--- config.mk ---
export PLATFORM = sky130hd
export DESIGN_NAME = rect_plotter
export DESIGN_NICKNAME = d
export VERILOG_FILES = /design/src/rtl/rect_plotter_pkg.sv /design/src/rtl/rect_scan_counter.sv /design/src/rtl/rect_plotter.sv
export SDC_FILE = /design/constraint.sdc
export NUM_CORES = 1
export LEC_CHECK = 0
export CAP_MARGIN = 5
export CELL_PAD_IN_SITES_DETAIL_PLACEMENT = 0
export CELL_PAD_IN_SITES_GLOBAL_PLACEMENT = 1
export CORE_MARGIN = 2
export CORE_UTILIZATION = 25
export CTS_CLUSTER_SIZE = 20
export DETAILED_ROUTE_END_ITERATION = 8
export GPL_TIMING_DRIVEN = 0
export HOLD_SLACK_MARGIN = 0.03
export PLACE_DENSITY = 0.62
export SYNTH_ARGS = -nofsm -noshare
export SYNTH_HDL_FRONTEND = slang
export SYNTH_SLANG_ARGS = --single-unit
--- constraint.sdc ---
create_clock -name clk -period 3 [get_ports clk]
set_input_delay 0.3 -clock clk [delete_from_list [all_inputs] [get_ports clk]]
set_output_delay 0.3 -clock clk [all_outputs]
set_load 0.02 [all_outputs]
--- src/rtl/rect_plotter_pkg.sv ---
`default_nettype none
// ============================================================================
//  Module : rect_plotter_pkg
//  Brief  : Shared constants for the rectangle plotter: drawing-mode
//           encoding and the controller state encoding.
//  Rev    : 1.0  initial release
// ============================================================================
package rect_plotter_pkg;

    // Drawing modes as presented on the mode port. 2'b11 falls through to fill.
    localparam logic [1:0] MODE_FILL    = 2'b00;
    localparam logic [1:0] MODE_OUTLINE = 2'b01;
    localparam logic [1:0] MODE_ERASE   = 2'b10;

    typedef enum logic [1:0] {
        ST_IDLE = 2'd0,
        ST_DRAW = 2'd1,
        ST_FIN  = 2'd2
    } state_t;

endpackage : rect_plotter_pkg
`default_nettype wire

--- src/rtl/rect_scan_counter.sv ---
`default_nettype none
// ============================================================================
//  Module : rect_scan_counter
//  Brief  : Row-major position counter for the rectangle scan. cx runs
//           0..width-1 fastest, cy runs 0..height-1.
//  Ports  : clk, reset (async, active-high)
//           clear   - return both counters to 0
//           advance - step to the next position
//           width, height - registered rectangle size
//           cx, cy  - current position; last - position is the final one
//  Rev    : 1.0  initial release
// ============================================================================
module rect_scan_counter #(
    parameter int DIM_W = 5
) (
    input  logic             clk,
    input  logic             reset,
    input  logic             clear,
    input  logic             advance,
    input  logic [DIM_W-1:0] width,
    input  logic [DIM_W-1:0] height,
    output logic [DIM_W-1:0] cx,
    output logic [DIM_W-1:0] cy,
    output logic             last
);

    logic [DIM_W-1:0] cx_q, cx_d;
    logic [DIM_W-1:0] cy_q, cy_d;
    logic [DIM_W-1:0] w_x_max;
    logic [DIM_W-1:0] w_y_max;

    assign w_x_max = width  - DIM_W'(1);
    assign w_y_max = height - DIM_W'(1);

    always_comb begin
        cx_d = cx_q;
        cy_d = cy_q;
        if (clear) begin
            cx_d = '0;
            cy_d = '0;
        end else if (advance) begin
            if (cx_q == w_x_max) begin
                cx_d = '0;
                cy_d = cy_q + DIM_W'(1);
            end else begin
                cx_d = cx_q + DIM_W'(1);
            end
        end
    end

    always_ff @(posedge clk or posedge reset) begin
        if (reset) begin
            cx_q <= '0;
            cy_q <= '0;
        end else begin
            cx_q <= cx_d;
            cy_q <= cy_d;
        end
    end

    assign cx   = cx_q;
    assign cy   = cy_q;
    assign last = (cx_q == w_x_max) && (cy_q == w_y_max);

endmodule : rect_scan_counter
`default_nettype wire

--- src/rtl/rect_plotter.sv ---
`default_nettype none
// ============================================================================
//  Module : rect_plotter
//  Brief  : Streams the pixels of an axis-aligned rectangle (fill, outline
//           or erase) with screen clipping and a valid/ready pixel handshake.
//  Ports  : clk, reset (async, active-high)
//           start_valid/start_ready - request handshake (ready only in IDLE)
//           x_in, y_in, width, height, c_in, mode - request fields
//           plot/pixel_ready - pixel handshake; x_out, y_out, c_out - pixel
//           busy - not IDLE; done - one-cycle completion pulse
//  Rev    : 1.0  initial release
// ============================================================================
module rect_plotter
    import rect_plotter_pkg::*;
#(
    parameter int X_W      = 8,
    parameter int Y_W      = 7,
    parameter int DIM_W    = 5,
    parameter int C_W      = 3,
    parameter int SCREEN_W = 160,
    parameter int SCREEN_H = 120
) (
    input  logic             clk,
    input  logic             reset,
    input  logic             start_valid,
    output logic             start_ready,
    input  logic [X_W-1:0]   x_in,
    input  logic [Y_W-1:0]   y_in,
    input  logic [DIM_W-1:0] width,
    input  logic [DIM_W-1:0] height,
    input  logic [C_W-1:0]   c_in,
    input  logic [1:0]       mode,
    output logic             plot,
    input  logic             pixel_ready,
    output logic [X_W-1:0]   x_out,
    output logic [Y_W-1:0]   y_out,
    output logic [C_W-1:0]   c_out,
    output logic             busy,
    output logic             done
);

    state_t           state_q, state_d;
    logic [X_W-1:0]   x0_q, x0_d;
    logic [Y_W-1:0]   y0_q, y0_d;
    logic [DIM_W-1:0] w_q, w_d;
    logic [DIM_W-1:0] h_q, h_d;
    logic [C_W-1:0]   c_q, c_d;
    logic [1:0]       mode_q, mode_d;

    logic             w_clear;
    logic             w_advance;
    logic             w_last;
    logic [DIM_W-1:0] w_cx;
    logic [DIM_W-1:0] w_cy;
    logic [X_W:0]     w_x_sum;
    logic [Y_W:0]     w_y_sum;
    logic             w_on_edge;
    logic             w_visible;

    rect_scan_counter #(
        .DIM_W (DIM_W)
    ) u_scan (
        .clk     (clk),
        .reset   (reset),
        .clear   (w_clear),
        .advance (w_advance),
        .width   (w_q),
        .height  (h_q),
        .cx      (w_cx),
        .cy      (w_cy),
        .last    (w_last)
    );

    // One extra bit keeps the carry so positions past the screen edge are
    // recognised as clipped rather than wrapping back onto the screen.
    assign w_x_sum   = {1'b0, x0_q} + (X_W+1)'(w_cx);
    assign w_y_sum   = {1'b0, y0_q} + (Y_W+1)'(w_cy);
    assign w_on_edge = (w_cx == '0) || (w_cx == w_q - DIM_W'(1)) ||
                       (w_cy == '0) || (w_cy == h_q - DIM_W'(1));
    assign w_visible = (w_x_sum < (X_W+1)'(SCREEN_W)) &&
                       (w_y_sum < (Y_W+1)'(SCREEN_H)) &&
                       ((mode_q != MODE_OUTLINE) || w_on_edge);

    always_comb begin
        state_d   = state_q;
        x0_d      = x0_q;
        y0_d      = y0_q;
        w_d       = w_q;
        h_d       = h_q;
        c_d       = c_q;
        mode_d    = mode_q;
        w_clear   = 1'b0;
        w_advance = 1'b0;
        case (state_q)
            ST_IDLE: begin
                if (start_valid) begin
                    x0_d    = x_in;
                    y0_d    = y_in;
                    w_d     = width;
                    h_d     = height;
                    c_d     = (mode == MODE_ERASE) ? '0 : c_in;
                    mode_d  = mode;
                    w_clear = 1'b1;
                    // Empty rectangles skip straight to completion.
                    state_d = ((width == '0) || (height == '0)) ? ST_FIN : ST_DRAW;
                end
            end
            ST_DRAW: begin
                // Clipped / interior positions never wait on the downstream.
                w_advance = !w_visible || pixel_ready;
                if (w_advance && w_last) begin
                    state_d = ST_FIN;
                end
            end
            ST_FIN: begin
                state_d = ST_IDLE;
            end
            default: begin
                state_d = ST_IDLE;
            end
        endcase
    end

    always_ff @(posedge clk or posedge reset) begin
        if (reset) begin
            state_q <= ST_IDLE;
            x0_q    <= '0;
            y0_q    <= '0;
            w_q     <= '0;
            h_q     <= '0;
            c_q     <= '0;
            mode_q  <= '0;
        end else begin
            state_q <= state_d;
            x0_q    <= x0_d;
            y0_q    <= y0_d;
            w_q     <= w_d;
            h_q     <= h_d;
            c_q     <= c_d;
            mode_q  <= mode_d;
        end
    end

    always_comb begin
        plot  = 1'b0;
        x_out = '0;
        y_out = '0;
        c_out = '0;
        if (state_q == ST_DRAW) begin
            plot  = w_visible;
            x_out = w_x_sum[X_W-1:0];
            y_out = w_y_sum[Y_W-1:0];
            c_out = c_q;
        end
    end

    assign start_ready = (state_q == ST_IDLE);
    assign busy        = (state_q != ST_IDLE);
    assign done        = (state_q == ST_FIN);

endmodule : rect_plotter
`default_nettype wire
# ---- Word level (Yosys, flattened, before mapping)
# Cells that the tools add are included.
# W data, S select, Z words.
dict set report word_totals {
  input_bits 34
  wordCells 65
  out_inout_bits 22
  regBits 42
}
dict set report classes {
  reduce_logical 22
  eq_ne 8
  n_addsub 6
  magnitude_cmp 2
  muxes 18
}
# op n
set op_table {}
lappend op_table {{$mux W5} 6}
lappend op_table {{$logic_not A5 Y1} 4}
lappend op_table {{$add A5 B1 Y5 const B} 2}
lappend op_table {{$eq A5 B5 Y1} 2}
lappend op_table {{$sub A5 B1 Y5 const B} 2}
lappend op_table {{$add A8 B5 Y9} 1}
lappend op_table {{$lt A9 B8 Y1 const B} 1}
lappend op_table {{$add A7 B5 Y8} 1}
lappend op_table {{$lt A8 B7 Y1 const B} 1}
lappend op_table {{$mux W8} 1}
lappend op_table {{$mux W7} 1}
lappend op_table {{$logic_or A1 B1 Y1} 6}
lappend op_table {{$mux W2} 3}
lappend op_table {{$mux W3} 2}
lappend op_table {{$reduce_and A2 Y1} 3}
lappend op_table {{$reduce_bool A2 Y1} 3}
lappend op_table {{$eq A2 B2 Y1 const B} 2}
lappend op_table {{$logic_and A1 B1 Y1} 4}
lappend op_table {{$mux W1} 4}
lappend op_table {{$ne A2 B2 Y1 const B} 2}
lappend op_table {{$pmux W2 S2} 1}
lappend op_table {{$eq A2 B1 Y1 const B} 1}
lappend op_table {{$logic_not A2 Y1} 1}
lappend op_table {{$ne A2 B1 Y1 const B} 1}
lappend op_table {{$logic_not A1 Y1} 1}

# ---- Longest topological paths before layout
dict set report logic_depth {
  depth_word 12
  mapped_depth 12
  ltp_nobuf 11
}

# ---- By module
# Synthesis repeated with hierarchy kept, for this count alone.
dict set report unflattened {
  cells_unflattened 368
  area_unflattened_um2 3072.9
}
# module cells_each instances area_per_inst_um2
set modules_own_cells {}
lappend modules_own_cells {rect_plotter 275 1 2220.9}
lappend modules_own_cells {rect_scan_counter 93 1 852.1}

# ---- Worst setup path before layout
# No wires, ideal clock.
dict set report synth_path {
  path_kind {register to register}
  start {register u_scan.cx_q[0] (netlist: u_scan.cx[0])}
  end {register u_scan.cy_q[1] (netlist: u_scan.cy[1])}
  n_path_buf 0
  arrival_time_ns 2.683
  period_less_slack_ns 2.808
  setup_slack_ns 0.192
  path_stages_with_launch 11
  cell_sequence {dfrtp_1 ha_1 fa_1 a21o_1 a21o_1 a21o_1 a41o_1 a211oi_4 nand3b_4 nand2_1 mux2_2}
}
dict set report synth_via {
  elab_chain_len 11
}
# item line
set synth_lines {}
lappend synth_lines {{start: declaration} rect_scan_counter.sv:27} ;# logic [DIM_W-1:0] cx_q, cx_d;
lappend synth_lines {{start signal: assignment} rect_scan_counter.sv:53} ;# cx_q <= '0;
lappend synth_lines {{start signal: assignment} rect_scan_counter.sv:56} ;# cx_q <= cx_d;
lappend synth_lines {{parallel branches: the longest is 10 deep, another holds $add A8 B5 Y9} n/a}
lappend synth_lines {{$reduce_and A2 Y1 (no source line) (*)} n/a}
lappend synth_lines {{end signal: assignment} rect_scan_counter.sv:57} ;# cy_q <= cy_d;
lappend synth_lines {{end: declaration} rect_scan_counter.sv:28} ;# logic [DIM_W-1:0] cy_q, cy_d;
# Every way passes the cells marked *.
# A chain may end at the register's enable or synchronous reset.

# ---- Worst setup path after layout
dict set report layout_path {
  start {register u_scan.cx_q[0] (netlist: u_scan.cx[0])}
  end {output port plot}
}
dict set report layout_via {
  elab_chain_len 7
}
# item line
set layout_lines {}
lappend layout_lines {{parallel branches: the longest is 5 deep, another holds $add A8 B5 Y9} n/a}
lappend layout_lines {{$logic_and A1 B1 Y1 (*)} rect_plotter.sv:81} ;# (w_y_sum < (Y_W+1)'(SCREEN_H)) &&
lappend layout_lines {{$mux W1 (*)} rect_plotter.sv:149} ;# if (state_q == ST_DRAW) begin
lappend layout_lines {{end: declaration} rect_plotter.sv:33} ;# output logic plot,
# Marks and branches as above.

==> results.sh <==
export IMPL_die_w_um=109.5
export IMPL_clock_tree_htree_level_count=2
export IMPL_timing_hold_ws_ns=0.3570
export IMPL_clock_skew_final_ns=0.003127
export IMPL_worst_case_headroom_to_the_max_slew_limit_pct=58.06
export IMPL_critPathCaptureType="output pin"
export IMPL_timing_critical_path_depth=9
export IMPL_timing_critical_path_buf_inv=1
export IMPL_tns_ns=0
export IMPL_cellLeakagePower_nw=1.685
export IMPL_worstPathCellList="ha_4, fa_2, a21o_1, a21o_1, o311ai_2, mux2i_1, a41oi_2, and3_4, buf_6"
export IMPL_antennaDiodeCount=0
export IMPL_initial_antenna_violation_count=0
export IMPL_crit_path_frequent_cell="sky130_fd_sc_hd__a21o_1"
export IMPL_hold_viol_final=0
export IMPL_overflow=0
export IMPL_avgSynthCellArea_um2=8.510
export IMPL_post_route_min_period_ns=2.892
export IMPL_r2r_worst_path_cells=11
export IMPL_ys_flop_type="sky130_fd_sc_hd__dfrtp_1"
export IMPL_max_stage_delay_ns=0.43
export IMPL_die_y_um=109.5
export IMPL_post_layout_total_power_mw=3.796
export IMPL_critPathRequiredTime_ns=2.70
export IMPL_path_delay_family="compound AO/OA/AOI/OAI gates"
export IMPL_row_count=38
export IMPL_drt_wl_total_um=7579
export IMPL_postSynthCellCount=327
export IMPL_drv_cap=0
export IMPL_routed_via_density=4.484
export IMPL_clkTransAtPathRegs_ns=0.08
export IMPL_track_usage_pct=13.01
export IMPL_cp_max_fo=4
export IMPL_regToRegStartpoint="u_scan.cx[0]"
export IMPL_place_detailed_hpwl_um=5703
export IMPL_critPathKind="register to output pin"
export IMPL_core_region_area_um2=10840
export IMPL_tritoncts_clock_tree="built"
export IMPL_flow_area_growth_from_synthesis_pct=33.68
export IMPL_hold_class="primary input to asynchronous set/reset pin"
export IMPL_fin_ws_ns=0.1082
export IMPL_finish_net_count=446
export IMPL_detail_route_wl_per_cell_um=14.17
export IMPL_timing_max_transition_violations_final=0
export IMPL_grt_first_pass_wirelength_um=11930
export IMPL_clk_insertion_delay_late_ns=0.29
export IMPL_globalplace_congestion=0.7545
export IMPL_ys_async_sr_fraction_pct=100.0
export IMPL_run_status="finished clean"
export IMPL_cts_hold_buffers_added=0
export IMPL_power_ir_vdd_worst_uv=335.4
export IMPL_timing_final_crit_share_pct=96.39
export IMPL_finalSetupViolations=0
export IMPL_buffer_ports_inserted=55
export IMPL_worst_setup_path_endpoint="plot"
export IMPL_grt_max_degree=23
export IMPL_num_io_pins=56
export IMPL_cts_root_buffer="sky130_fd_sc_hd__clkbuf_8"
export IMPL_worst_setup_path_startpoint="u_scan.cx[0]"
export IMPL_ant_nets=0
export IMPL_tightest_slew_ns=0.6291
export IMPL_synth_seq_area_share_pct=37.77
export IMPL_iter_0_drt_violations=99
export IMPL_post_syn_nets=379
export IMPL_clock_sinks=42
export IMPL_synthesis_yosys_warnings=0
export IMPL_cts_buffer_count=5
export IMPL_die_area_um2=11990
export IMPL_achievable_frequency_mhz=345.8
export IMPL_clk_path_buf_depth=2
export IMPL_synth_edff_count=0
export IMPL_dp_worst_setup_slack_ns=-0.4764
export IMPL_remaining_drc_errors=0
export IMPL_register_bit_count_reported_by_yosys=42
export IMPL_dpl_instance_area_um2=3536
export IMPL_initial_utilization_pct=25.67
export IMPL_critical_path_slowest_cell="sky130_fd_sc_hd__dfrtp_2"
export IMPL_rsz0062_at_grt="true"
export IMPL_drt_pre_antenna_iters=4
export IMPL_first_global_vias=2339
export IMPL_r2r_end="u_scan.cy[1]"
export IMPL_worst_r2r_setup_slack_ns=0.16
export IMPL_num_vias=2399
export IMPL_design_area_um2=3720
export IMPL_critical_path_launch_point_type="register"
export IMPL_post_synth_instance_area_um2=2783
export IMPL_synth_lib_cells_used_distinct=50
export IMPL_critical_path_arrival_ns=2.59
export IMPL_drive_above_1_share_pct=10.63
export IMPL_power_density_nw_per_um2=1020
## worst min path at each step
| stage | endpoint | slack [ns] |
|---|---|---|
| floorplan | h_q[2] | 0.41 |
| global placement | c_q[1] | 0.44 |
| detailed placement | c_q[1] | 0.45 |
| CTS | y0_q[5] | 0.38 |
| global route | u_scan.cy[4] | 0.41 |
| finish | y0_q[5] | 0.36 |
## cells in the mapped netlist (3+ instances only)
cell type | instances | share of area [%]
sky130_fd_sc_hd__nand2_1 | 89 | 12
sky130_fd_sc_hd__dfrtp_1 | 42 | 38
sky130_fd_sc_hd__nor2_1 | 19 | 2.6
sky130_fd_sc_hd__inv_1 | 18 | 2.4
sky130_fd_sc_hd__xnor2_1 | 17 | 5.4
sky130_fd_sc_hd__ha_1 | 16 | 7.2
sky130_fd_sc_hd__and2_1 | 11 | 2.5
sky130_fd_sc_hd__nand3_1 | 11 | 2.0
sky130_fd_sc_hd__o21ai_0 | 11 | 2.0
sky130_fd_sc_hd__clkbuf_1 | 9 | 1.2
sky130_fd_sc_hd__a21oi_1 | 6 | 1.1
sky130_fd_sc_hd__a21o_1 | 5 | 1.3
sky130_fd_sc_hd__nor2b_1 | 5 | 1.1
sky130_fd_sc_hd__nor3_1 | 5 | 0.90
sky130_fd_sc_hd__xor2_1 | 5 | 1.6
sky130_fd_sc_hd__nand2b_1 | 4 | 0.90
sky130_fd_sc_hd__o211ai_1 | 4 | 1.1
sky130_fd_sc_hd__a211oi_1 | 3 | 0.81
sky130_fd_sc_hd__a31o_2 | 3 | 0.94
sky130_fd_sc_hd__mux2i_1 | 3 | 1.1
sky130_fd_sc_hd__nor4b_1 | 3 | 0.94
sky130_fd_sc_hd__or4_1 | 3 | 0.81
## sequential cells by signal, summed over array words and instances, names as in the netlist
register	count
w_q	5
y0_q	7
mode_q	2
u_scan.cx	5
x0_q	8
u_scan.cy	5
c_q	3
state_q	2
h_q	5
## repair_timing
item | CTS | global route
buffers inserted | 3 | 1
pin swaps | 1 | 3
gates cloned | 0 | 0
setup endpoints to repair | 14 | 10
gates resized for setup | 12 | 13
## cells by family after synthesis
| family | after synthesis | share of synthesized area, % |
|---|---|---|
| flip-flops | 42 | 37.77 |
| XOR/XNOR | 22 | 6.924 |
| AND/OR/NAND/NOR | 162 | 27.74 |
| AO/OA/AOI/OAI | 48 | 12.50 |
| multiplexers | 4 | 1.484 |
| buffers and inverters | 31 | 4.946 |
| adder cells (fa/ha/maj) | 18 | 8.633 |
## stage by stage
stage	instances	utilization, %
3_5_place_dp	523	32.62
3_3_place_gp	522	32.36
6_report	535	34.31
4_1_cts	534	33.88
5_1_grt	535	34.31
2_1_floorplan	327	-
## power by group
part	switching, mW	total, mW	internal, mW
Sequential	0.243	1.05	0.805
Clock	0.206	0.439	0.233
Combinational	1.18	2.31	1.13
## routing by layer
| metal | vias to the layer above | global-route usage (%) | part of all wire [%] |
|---|---|---|---|
| met4 | 0 | 2.984 | 0.75 |
| met1 | 1112 | 18.22 | 49 |
| met2 | 51 | 20.55 | 45 |
| met3 | 5 | 2.727 | 5.3 |
| met5 | - | 0 | 0 |
| li1 | 1231 | - | - |
## area by class of cell
class	instances	area, um^2
Timing Repair Buffer	60	604.3
Sequential cell	42	1055
Multi-Input combinational cell	254	1638
Fill cell	1140	7121
Buffer	13	70.07
Inverter	18	67.56
Clock buffer	8	110.1
Tap cell	140	175.2
## cells in the final DEF, fill, tap and decap left out, types with 4 or more instances in the layout
master | netlist | routed
sky130_fd_sc_hd__xor2_1 | 5 | 5
sky130_fd_sc_hd__nor2b_1 | 5 | 5
sky130_fd_sc_hd__o21ai_0 | 11 | 11
sky130_fd_sc_hd__clkdlybuf4s50_1 | 0 | 50
sky130_fd_sc_hd__xnor2_1 | 17 | 17
sky130_fd_sc_hd__clkbuf_8 | 0 | 8
sky130_fd_sc_hd__a21o_1 | 5 | 5
sky130_fd_sc_hd__nor3_1 | 5 | 5
sky130_fd_sc_hd__buf_4 | 0 | 4
sky130_fd_sc_hd__a21oi_1 | 6 | 6
sky130_fd_sc_hd__and2_1 | 11 | 11
sky130_fd_sc_hd__o211ai_1 | 4 | 4
sky130_fd_sc_hd__clkbuf_1 | 9 | 9
sky130_fd_sc_hd__inv_1 | 18 | 17
sky130_fd_sc_hd__nand2_1 | 89 | 88
sky130_fd_sc_hd__nor2_1 | 19 | 18
sky130_fd_sc_hd__nand3_1 | 11 | 11
sky130_fd_sc_hd__nand2b_1 | 4 | 4
sky130_fd_sc_hd__ha_1 | 16 | 15
sky130_fd_sc_hd__dfrtp_1 | 42 | 39
Power figures use the tool's default switching activity.
